--- src/rtl/instr_issue_encoder.sv ---
// -----------------------------------------------------------------------------
// instr_issue_encoder
//
// Producer side of the processor instruction interface. Decoded operation
// fields are accepted on a valid/ready handshake, and valid opcodes are
// buffered in a small FIFO. Each cycle one 32-bit word goes to the processor
// top. The word is either the packed FIFO head or a NOP bubble. A bubble is
// sent when the FIFO is empty, or when the head reads a register that one of
// the last HAZARD_WIN issued instructions writes.
//
// Handshake: a transfer happens on a rising edge where in_valid && in_ready
// && !flush. in_ready depends only on the registered occupancy, so a pop in
// the same cycle never frees room for that cycle's push. A transfer that
// carries an invalid opcode is consumed but not stored. bad_opcode pulses
// on the following cycle.
//
// Ports
//   clk          in   1    clock, rising edge
//   rst_n        in   1    asynchronous active-low reset
//   flush        in   1    synchronous: drop FIFO contents and hazard history
//   in_valid     in   1    field set presented
//   in_ready     out  1    FIFO can accept (= !full)
//   in_opcode    in   6    operation code          (word bits [5:0])
//   in_src1      in   5    first source register   (word bits [10:6])
//   in_src2      in   5    second source register  (word bits [15:11])
//   in_dst       in   5    destination register    (word bits [20:16])
//   instruction  out  32   registered instruction word
//   issue_valid  out  1    1 = instruction is a real op, 0 = NOP
//   bad_opcode   out  1    1-cycle pulse: an accepted opcode was dropped
//   stall        out  1    1 = current NOP is due to a head hazard
//   fifo_count   out  CW   current FIFO occupancy
//   state_o      out  2    FSM state (0 IDLE, 1 RUN, 2 STALL), for debug
// -----------------------------------------------------------------------------
module instr_issue_encoder #(
    parameter int          FIFO_DEPTH = 4,
    parameter int          HAZARD_WIN = 2,
    parameter logic [5:0]  NOP_OPCODE = 6'd0
) (
    input  logic                          clk,
    input  logic                          rst_n,
    input  logic                          flush,
    input  logic                          in_valid,
    output logic                          in_ready,
    input  logic [5:0]                    in_opcode,
    input  logic [4:0]                    in_src1,
    input  logic [4:0]                    in_src2,
    input  logic [4:0]                    in_dst,
    output logic [31:0]                   instruction,
    output logic                          issue_valid,
    output logic                          bad_opcode,
    output logic                          stall,
    output logic [$clog2(FIFO_DEPTH):0]   fifo_count,
    output logic [1:0]                    state_o
);

    localparam int AW = $clog2(FIFO_DEPTH);
    localparam int CW = AW + 1;

    typedef enum logic [1:0] {
        IDLE  = 2'd0,
        RUN   = 2'd1,
        STALL = 2'd2
    } state_t;

    // Opcode map of the processor. NOP_OPCODE must be outside this set.
    function automatic logic op_is_valid(input logic [5:0] op);
        case (op)
            6'd1, 6'd3, 6'd5, 6'd7, 6'd9, 6'd10, 6'd11,
            6'd12, 6'd13, 6'd14, 6'd15: op_is_valid = 1'b1;
            default:                    op_is_valid = 1'b0;
        endcase
    endfunction

    // FIFO entry layout is the low 21 bits of the word: {dst, src2, src1, opcode}
    logic [20:0]   mem_q [FIFO_DEPTH];
    logic [AW-1:0] wr_ptr_q, rd_ptr_q;
    logic [CW-1:0] count_q, count_d;

    // Hazard history; index 0 is the most recently issued word
    logic [HAZARD_WIN-1:0] hist_v_q;
    logic [4:0]            hist_dst_q [HAZARD_WIN];

    state_t      state_q, state_d;
    logic [31:0] instr_q;
    logic        issue_valid_q, stall_q, bad_q;

    logic        full, fire, push, bad_d, have_head, hazard, pop;
    logic [20:0] head;

    always_comb begin
        full      = (count_q == CW'(FIFO_DEPTH));
        fire      = in_valid && !full && !flush;
        push      = fire && op_is_valid(in_opcode);
        bad_d     = fire && !op_is_valid(in_opcode);
        have_head = (count_q != '0);
        head      = mem_q[rd_ptr_q];

        // Register 0 is checked like any other register.
        hazard = 1'b0;
        for (int i = 0; i < HAZARD_WIN; i++) begin
            if (hist_v_q[i] && ((hist_dst_q[i] == head[10:6]) ||
                                (hist_dst_q[i] == head[15:11]))) begin
                hazard = 1'b1;
            end
        end

        pop = have_head && !hazard && !flush;

        if (flush || !have_head) state_d = IDLE;
        else if (hazard)         state_d = STALL;
        else                     state_d = RUN;

        count_d = count_q + CW'(push) - CW'(pop);
    end

    // Storage array is not reset; entries are only read once count covers them.
    always_ff @(posedge clk) begin
        if (push) mem_q[wr_ptr_q] <= {in_dst, in_src2, in_src1, in_opcode};
    end

    always_ff @(posedge clk or negedge rst_n) begin
        if (!rst_n) begin
            state_q       <= IDLE;
            instr_q       <= 32'h0;
            issue_valid_q <= 1'b0;
            stall_q       <= 1'b0;
            bad_q         <= 1'b0;
            count_q       <= '0;
            wr_ptr_q      <= '0;
            rd_ptr_q      <= '0;
            hist_v_q      <= '0;
            for (int i = 0; i < HAZARD_WIN; i++) hist_dst_q[i] <= '0;
        end else if (flush) begin
            state_q       <= IDLE;
            instr_q       <= {26'b0, NOP_OPCODE};
            issue_valid_q <= 1'b0;
            stall_q       <= 1'b0;
            bad_q         <= 1'b0;
            count_q       <= '0;
            wr_ptr_q      <= '0;
            rd_ptr_q      <= '0;
            hist_v_q      <= '0;
        end else begin
            state_q  <= state_d;
            bad_q    <= bad_d;
            count_q  <= count_d;
            if (push) wr_ptr_q <= wr_ptr_q + AW'(1);
            if (pop)  rd_ptr_q <= rd_ptr_q + AW'(1);

            case (state_d)
                RUN: begin
                    instr_q       <= {11'b0, head};
                    issue_valid_q <= 1'b1;
                    stall_q       <= 1'b0;
                end
                STALL: begin
                    instr_q       <= {26'b0, NOP_OPCODE};
                    issue_valid_q <= 1'b0;
                    stall_q       <= 1'b1;
                end
                default: begin
                    instr_q       <= {26'b0, NOP_OPCODE};
                    issue_valid_q <= 1'b0;
                    stall_q       <= 1'b0;
                end
            endcase

            // A bubble enters the history as invalid; its dst field is don't-care.
            for (int i = HAZARD_WIN - 1; i > 0; i--) begin
                hist_v_q[i]   <= hist_v_q[i-1];
                hist_dst_q[i] <= hist_dst_q[i-1];
            end
            hist_v_q[0]   <= pop;
            hist_dst_q[0] <= head[20:16];
        end
    end

    assign in_ready    = !full;
    assign instruction = instr_q;
    assign issue_valid = issue_valid_q;
    assign bad_opcode  = bad_q;
    assign stall       = stall_q;
    assign fifo_count  = count_q;
    assign state_o     = state_q;

endmodule

--- config.mk ---
export PLATFORM = sky130hd
export DESIGN_NAME = instr_issue_encoder
export DESIGN_NICKNAME = d
export VERILOG_FILES = /design/src/rtl/instr_issue_encoder.sv
export SDC_FILE = /design/constraint.sdc
export NUM_CORES = 1
export LEC_CHECK = 0
export BUFFER_PORTS_ARGS = -buffer_cell sky130_fd_sc_hd__buf_2
export CELL_PAD_IN_SITES_DETAIL_PLACEMENT = 0
export CELL_PAD_IN_SITES_GLOBAL_PLACEMENT = 1
export CORE_ASPECT_RATIO = 1.75
export CORE_MARGIN = 2
export CORE_UTILIZATION = 39
export CTS_BUF_LIST = sky130_fd_sc_hd__clkbuf_8
export CTS_CLUSTER_SIZE = 12
export DETAILED_ROUTE_END_ITERATION = 8
export GPL_ROUTABILITY_DRIVEN = 1
export PLACE_DENSITY_LB_ADDON = 0.1
export SYNTH_ARGS = -nofsm -noshare
export SYNTH_HDL_FRONTEND = slang
export SYNTH_SLANG_ARGS = --single-unit
export TNS_END_PERCENT = 30
--- constraint.sdc ---
create_clock -name clk -period 3.8 [get_ports clk]
set_clock_uncertainty 0.1 [all_clocks]
set_input_delay 1.14 -clock clk [delete_from_list [all_inputs] [get_ports clk]]
set_output_delay 1.14 -clock clk [all_outputs]
set_load 0.1 [all_outputs]
==> results.sh, run 1 <==
export IMPL_drcViolationCount=0
export IMPL_gp_congestion=0.725
export IMPL_cp_slowest_cell="mux4_2"
export IMPL_io_buffers=54
export IMPL_yosysWarnings=0
export IMPL_hold_start="hist_v_q[0]"
export IMPL_ys_ff_latch=127
export IMPL_drt_iter0_drc=103
export IMPL_seq_power_share_pct=38.2
export IMPL_grt_overflow_total=0
export IMPL_finalHoldViolCount=0
export IMPL_fin_nets=413
export IMPL_register_area_um2=3600
export IMPL_p_int_mw=2.69
export IMPL_cp_data_arrival_time_ns=3.73
export IMPL_initial_core_util_pct=39.5
export IMPL_pwr_share_comb_pct=38.7
export IMPL_post_cts_resized=0
export IMPL_die_h_um=158
export IMPL_drive_above_1_share_pct=34.0
export IMPL_cts_root_buffer="clkbuf_8"
export IMPL_postCtsSetupBuffers=0
export IMPL_rrSetupSlack_ns=0.26
export IMPL_worstPathCellList="mux4_2 > xor2_1 > nor4_1 > nand3_1 > nand4_2 > or3_4 > inv_1 > ha_1 > inv_1 > ha_1 > inv_1 > fa_1 > xnor2_1 > nor2_1"
export IMPL_crit_required_ns=3.99
export IMPL_rows=56
export IMPL_worst_path_most_repeated_cell="inv_1"
export IMPL_area_growth_synth_to_final_pct=16.3
export IMPL_syn_instance_count=311
export IMPL_finalWorstPathRequiredPeriod_ns=3.54
export IMPL_die_w_um=91.7
export IMPL_dr_pass1_iters=4
export IMPL_htreeDepth=4
export IMPL_hold_path_endpoint="hist_v_q[1]"
export IMPL_pwr_density_cell_nw_per_um2=769
export IMPL_synth_cell_type_count=39
export IMPL_placed_area_um2=5740
export IMPL_slowest_delay_ns=0.62
export IMPL_grt_util_all_layers_pct=15.8
export IMPL_core_area_um2=13300
export IMPL_fmax_mhz=282
export IMPL_grt_max_degree=28
export IMPL_holdBufCountCts=0
export IMPL_routed_wl_um=10600
export IMPL_path_class="flip-flop to flip-flop"
export IMPL_critPathLaunchType="flip-flop"
export IMPL_io_pins=66
export IMPL_antenna_left=0
export IMPL_power_frac_clock_pct=23.0
export IMPL_syn_avg_cell_area_um2=16.9
export IMPL_die_area_um2=14500
export IMPL_switching_share_pct=42.8
export IMPL_tightest_slew_ns=0.674
export IMPL_layout_common_cells="edfxtp_1, buf_2, dfrtp_1"
export IMPL_relSlewSlack_pct=55.1
export IMPL_fill_cells=1243
export IMPL_rsz0062_at_grt="no"
export IMPL_r2r_end="fifo_count[2]"
export IMPL_worst_path_max_fanout=7
export IMPL_cts_made_buffers=17
export IMPL_hold_depth=1
export IMPL_fin_util_pct=45.9
export IMPL_cp_end_kind="flip-flop"
export IMPL_multi_input_area_um2=1460
export IMPL_rr_startpoint="rd_ptr_q[0]"
export IMPL_fin_crit_sh_pct=93.2
export IMPL_route_vias_total=2697
export IMPL_drv_cap=0
export IMPL_setup_viol=0
export IMPL_ir_worst_vdd_mv=0.314
export IMPL_drv_slew=0
export IMPL_syn_cell_area_um2=5260
export IMPL_grt_first_pass_wirelength_um=16500
export IMPL_holdWs_ns=0.466
export IMPL_tritoncts="built"
export IMPL_wl_per_cell_um=18.7
export IMPL_p_leak_nw=2.37
export IMPL_hold_path_class="flip-flop to flip-flop"
export IMPL_worstRegToRegCells=14
export IMPL_dp_slack_ns=0.290
export IMPL_clock_sinks=127
export IMPL_antenna_found_initial=0
export IMPL_final_area_um2=6110
export IMPL_power_switching_mw=2.01
export IMPL_setup_tns_ns=0
export IMPL_dpl_hpwl_um=7250
export IMPL_outcome="finished, final reports clean"
export IMPL_clockBufferDepth=2
export IMPL_clk_pin_slew_worst_paths_ns=0.08
export IMPL_diodes=0
export IMPL_first_global_vias=2905
export IMPL_timing_final_ws_setup_ns=0.260
export IMPL_final_common_cell="edfxtp_1"
export IMPL_insertion_delay_ns=0.42
export IMPL_via_per_inst=4.75
export IMPL_seq_area_frac_synth_pct=68.5
## critical path, delay by kind of cell (launching register included)
kind                     cells  cell delay (ns)
flip-flops                   1             0.57
AND/OR/NAND/NOR              5             0.88
multiplexers                 1             0.62
buffers and inverters        3             0.14
XOR/XNOR                     2             0.33
adder cells (fa/ha/maj)      3             0.76
## synthesized netlist by cell type, drive strengths merged
cell type  instances  area, um^2
mux2i             10         108
xor2              19         166
conb               1        3.75
nand2              2        7.51
nor2b             18         113
clkbuf             5        18.8
nand2b             1        6.26
nor2               8        30.0
a2bb2oi            2        30.0
nand4              3        25.0
a211oi             6        70.1
and4b              1        10.0
edfxtp            84        2520
xnor2             13         114
o31ai              1        7.51
and2               4        25.0
nor4bb             1        10.0
nand3              4        20.0
nor3b              3        22.5
inv               14        52.6
dfrtp             43        1080
nor3               1        5.00
or3                4        30.0
fa                 1        20.0
o21ai              4        20.0
mux2              10         113
mux4              16         360
ha                 6        75.1
buf               20         159
a21oi              2        10.0
nor4               4        25.0
## cells by family (layout without fill, tap and decap cells)
family	count (synthesis)	count (layout)	synth area share, %
AO/OA/AOI/OAI	15	15	2.62
XOR/XNOR	32	32	5.33
buffers and inverters	39	112	4.38
multiplexers	36	36	11.0
adder cells (fa/ha/maj)	7	7	1.81
other	1	11	0.0714
AND/OR/NAND/NOR	54	54	6.26
flip-flops	127	127	68.5
## area by class of cell
| type | count | share of cell area, % |
|---|---|---|
| sequential | 127 | 58.9 |
| clock inverter | 15 | 2.21 |
| inverter | 14 | 0.860 |
| clock buffer | 17 | 3.83 |
| timing repair buffer | 66 | 6.71 |
| tap | 174 | 3.56 |
| multi-input combinational | 155 | 24.0 |
## routing by layer
metal / vias up / track usage [%] / wire (um)
li1: 1245 / - / -
met1: 1378 / 16.6 / 4090
met2: 62 / 30.3 / 6050
met3: 12 / 3.45 / 342
met4: 0 / 5.97 / 146
met5: - / 0 / 0
## registers in the layout, indices dropped and copies added, names as in the netlist
signal	flops
stall	1
hist_v_q	2
mem_q	84
wr_ptr_q	2
rd_ptr_q	2
fifo_count	3
state_o	1
bad_opcode	1
hist_dst_q	10
instruction	21
## worst max-delay path by stage
stage	start	to	slack [ns]	depth (start not counted)
after floorplan	fifo_count[2]	fifo_count[2]	0.06	11
after global placement	rd_ptr_q[1]	fifo_count[2]	0.27	15
after detailed placement	rd_ptr_q[0]	fifo_count[2]	0.29	14
after CTS	rd_ptr_q[0]	fifo_count[2]	0.26	14
after global routing	rd_ptr_q[0]	fifo_count[2]	0.07	14
final	rd_ptr_q[0]	fifo_count[2]	0.26	14
## per-stage QoR
stage                     std cells  total power [mW]
after floorplan                 321              3.33
after global placement          536              3.67
after detailed placement        536              3.67
after CTS                       568              4.77
after global routing            568              4.92
final                           568              4.70
## power groups by stage
stage / clock (mW) / combinational, mW / sequential [mW]
floorplan: 0 / 0.911 / 2.42
global placement: 0 / 1.84 / 1.83
detailed placement: 0 / 1.85 / 1.83
CTS: 1.12 / 1.85 / 1.80
global route: 1.17 / 1.93 / 1.82
finish: 1.08 / 1.82 / 1.80
(Power assumes the default switching activity.)
==> run 2, diff against run 1 <==
Settings changed: CELL_PAD_IN_SITES_DETAIL_PLACEMENT 0 to unset, CELL_PAD_IN_SITES_GLOBAL_PLACEMENT 1 to unset, PLACE_DENSITY_LB_ADDON 0.1 to unset.
==> run 2 against run 1 <==
Effect of this change: die area stayed put; cell count is 0.35% higher; largest power group unchanged; clock power is 5% higher; critical path type unchanged; critical endpoint unchanged; combinational power hardly changed; utilization is 0.27 points higher; sequential power hardly changed; sequential share of layout area is 0.35 points lower; register-to-register slack better by 0.03 ns; flip-flop and latch count stayed put.
==> results.sh, run 2 (same netlist as run 1, synthesis figures left out) <==
export IMPL_critPathLaunchType="flip-flop"
export IMPL_antenna_left=0
export IMPL_diodes=0
export IMPL_ir_worst_vdd_mv=0.266
export IMPL_grt_max_degree=44
export IMPL_antenna_found_initial=0
export IMPL_core_area_um2=13300
export IMPL_grt_overflow_total=0
export IMPL_hold_path_class="flip-flop to flip-flop"
export IMPL_crit_required_ns=4.01
export IMPL_outcome="finished, final reports clean"
export IMPL_finalWorstPathRequiredPeriod_ns=3.51
export IMPL_fmax_mhz=285
export IMPL_die_area_um2=14500
export IMPL_worst_path_max_fanout=10
export IMPL_hold_start="hist_v_q[0]"
export IMPL_via_per_inst=4.80
export IMPL_drive_above_1_share_pct=33.1
export IMPL_path_class="flip-flop to flip-flop"
export IMPL_area_growth_synth_to_final_pct=17.0
export IMPL_rr_startpoint="rd_ptr_q[0]"
export IMPL_clockBufferDepth=2
export IMPL_drv_slew=0
export IMPL_dp_cells=538
export IMPL_htreeDepth=4
export IMPL_clk_pin_slew_worst_paths_ns=0.07
export IMPL_fin_util_pct=46.2
export IMPL_largest_reg_flops=84
export IMPL_relSlewSlack_pct=34.7
export IMPL_cts_root_buffer="clkbuf_8"
export IMPL_route_vias_total=2734
export IMPL_die_h_um=158
export IMPL_final_area_um2=6150
export IMPL_insertion_delay_ns=0.42
export IMPL_layout_common_cells="edfxtp_1, buf_2, dfrtp_1"
export IMPL_dpl_hpwl_um=7140
export IMPL_first_global_vias=2899
export IMPL_io_pins=66
export IMPL_cts_made_buffers=17
export IMPL_layout_cells_non_filler=570
export IMPL_post_cts_resized=0
export IMPL_dr_pass1_iters=4
export IMPL_finalHoldViolCount=0
export IMPL_rows=56
export IMPL_register_area_um2=3600
export IMPL_cp_end_kind="flip-flop"
export IMPL_final_common_cell="edfxtp_1"
export IMPL_clock_sinks=127
export IMPL_io_buffers=54
export IMPL_grt_first_pass_wirelength_um=16200
export IMPL_postCtsSetupBuffers=0
export IMPL_p_leak_nw=2.39
export IMPL_grt_util_all_layers_pct=15.3
export IMPL_placed_area_um2=5760
export IMPL_fin_nets=415
export IMPL_fill_cells=1206
export IMPL_die_w_um=91.7
export IMPL_cp_data_arrival_time_ns=3.72
export IMPL_routed_wl_um=10200
export IMPL_tightest_slew_ns=0.979
export IMPL_initial_core_util_pct=39.5
export IMPL_rsz0062_at_grt="no"
export IMPL_pwr_density_cell_nw_per_um2=775
export IMPL_crit_path_start="rd_ptr_q[0]"
export IMPL_fin_crit_sh_pct=92.3
export IMPL_tritoncts="built"
export IMPL_setup_viol=0
export IMPL_multi_input_area_um2=1460
export IMPL_setup_tns_ns=0
export IMPL_gp_congestion=0.808
export IMPL_drt_iter0_drc=115
export IMPL_wl_per_cell_um=17.8
export IMPL_holdBufCountCts=0
export IMPL_top_register="mem_q"
export IMPL_drcViolationCount=0
export IMPL_drv_cap=0
==> run 2: critical path, cell delays in order (launching register included) <==
cell and delay, ns:
dfrtp_1 0.64, mux4_2 0.62, xor2_1 0.16, nor4_1 0.33
nand3_1 0.14, nand4_2 0.13, or3_4 0.14, inv_1 0.04
ha_1 0.27, inv_1 0.05, ha_1 0.12, inv_1 0.05
fa_1 0.38, xnor2_1 0.17, nor2_1 0.06
==> run 2: where the power goes <==
| group | internal [mW] | switching (mW) |
|---|---|---|
| Combinational | 0.546 | 1.29 |
| Sequential | 1.63 | 0.167 |
| Clock | 0.633 | 0.499 |
| Total | 2.81 | 1.96 |
==> run 2: metal layers <==
| metal | global-route usage [%] | part of all wire, % | vias to the layer above |
|---|---|---|---|
| li1 | - | - | 1253 |
| met1 | 16.6 | 38 | 1397 |
| met2 | 27.4 | 56 | 64 |
| met3 | 4.07 | 3.2 | 20 |
| met4 | 7.53 | 2.9 | 0 |
| met5 | 0 | 0 | - |
==> run 2: metrics by stage <==
| stage | power, mW | worst slack (ns) | hold WS, ns |
|---|---|---|---|
| floorplan | 3.33 | 0.0630 | 0.391 |
| global placement | 3.66 | 0.275 | 0.427 |
| detailed placement | 3.69 | 0.233 | 0.452 |
| CTS | 4.83 | 0.280 | 0.467 |
| global route | 5.00 | 0.0743 | 0.498 |
| finish | 4.77 | 0.291 | 0.478 |
==> run 2: final cells by class <==
class	count	share of cell area [%]
sequential	127	58.5
clock buffer	17	3.81
timing repair buffer	68	6.92
tap	174	3.54
clock inverter	15	2.54
inverter	14	0.855
multi-input combinational	155	23.8
==> run 2: worst paths after layout <==
kind	end	slack (ns)	cells after the start
worst max-delay path	fifo_count[2]	0.29	14
worst min-delay path	hist_v_q[1]	0.48	1
worst max register to register	fifo_count[2]	0.29	14
worst min register to register	hist_v_q[1]	0.48	1
max in group asynchronous	instruction[7]	2.22	1
min in group asynchronous	instruction[4]	0.77	1
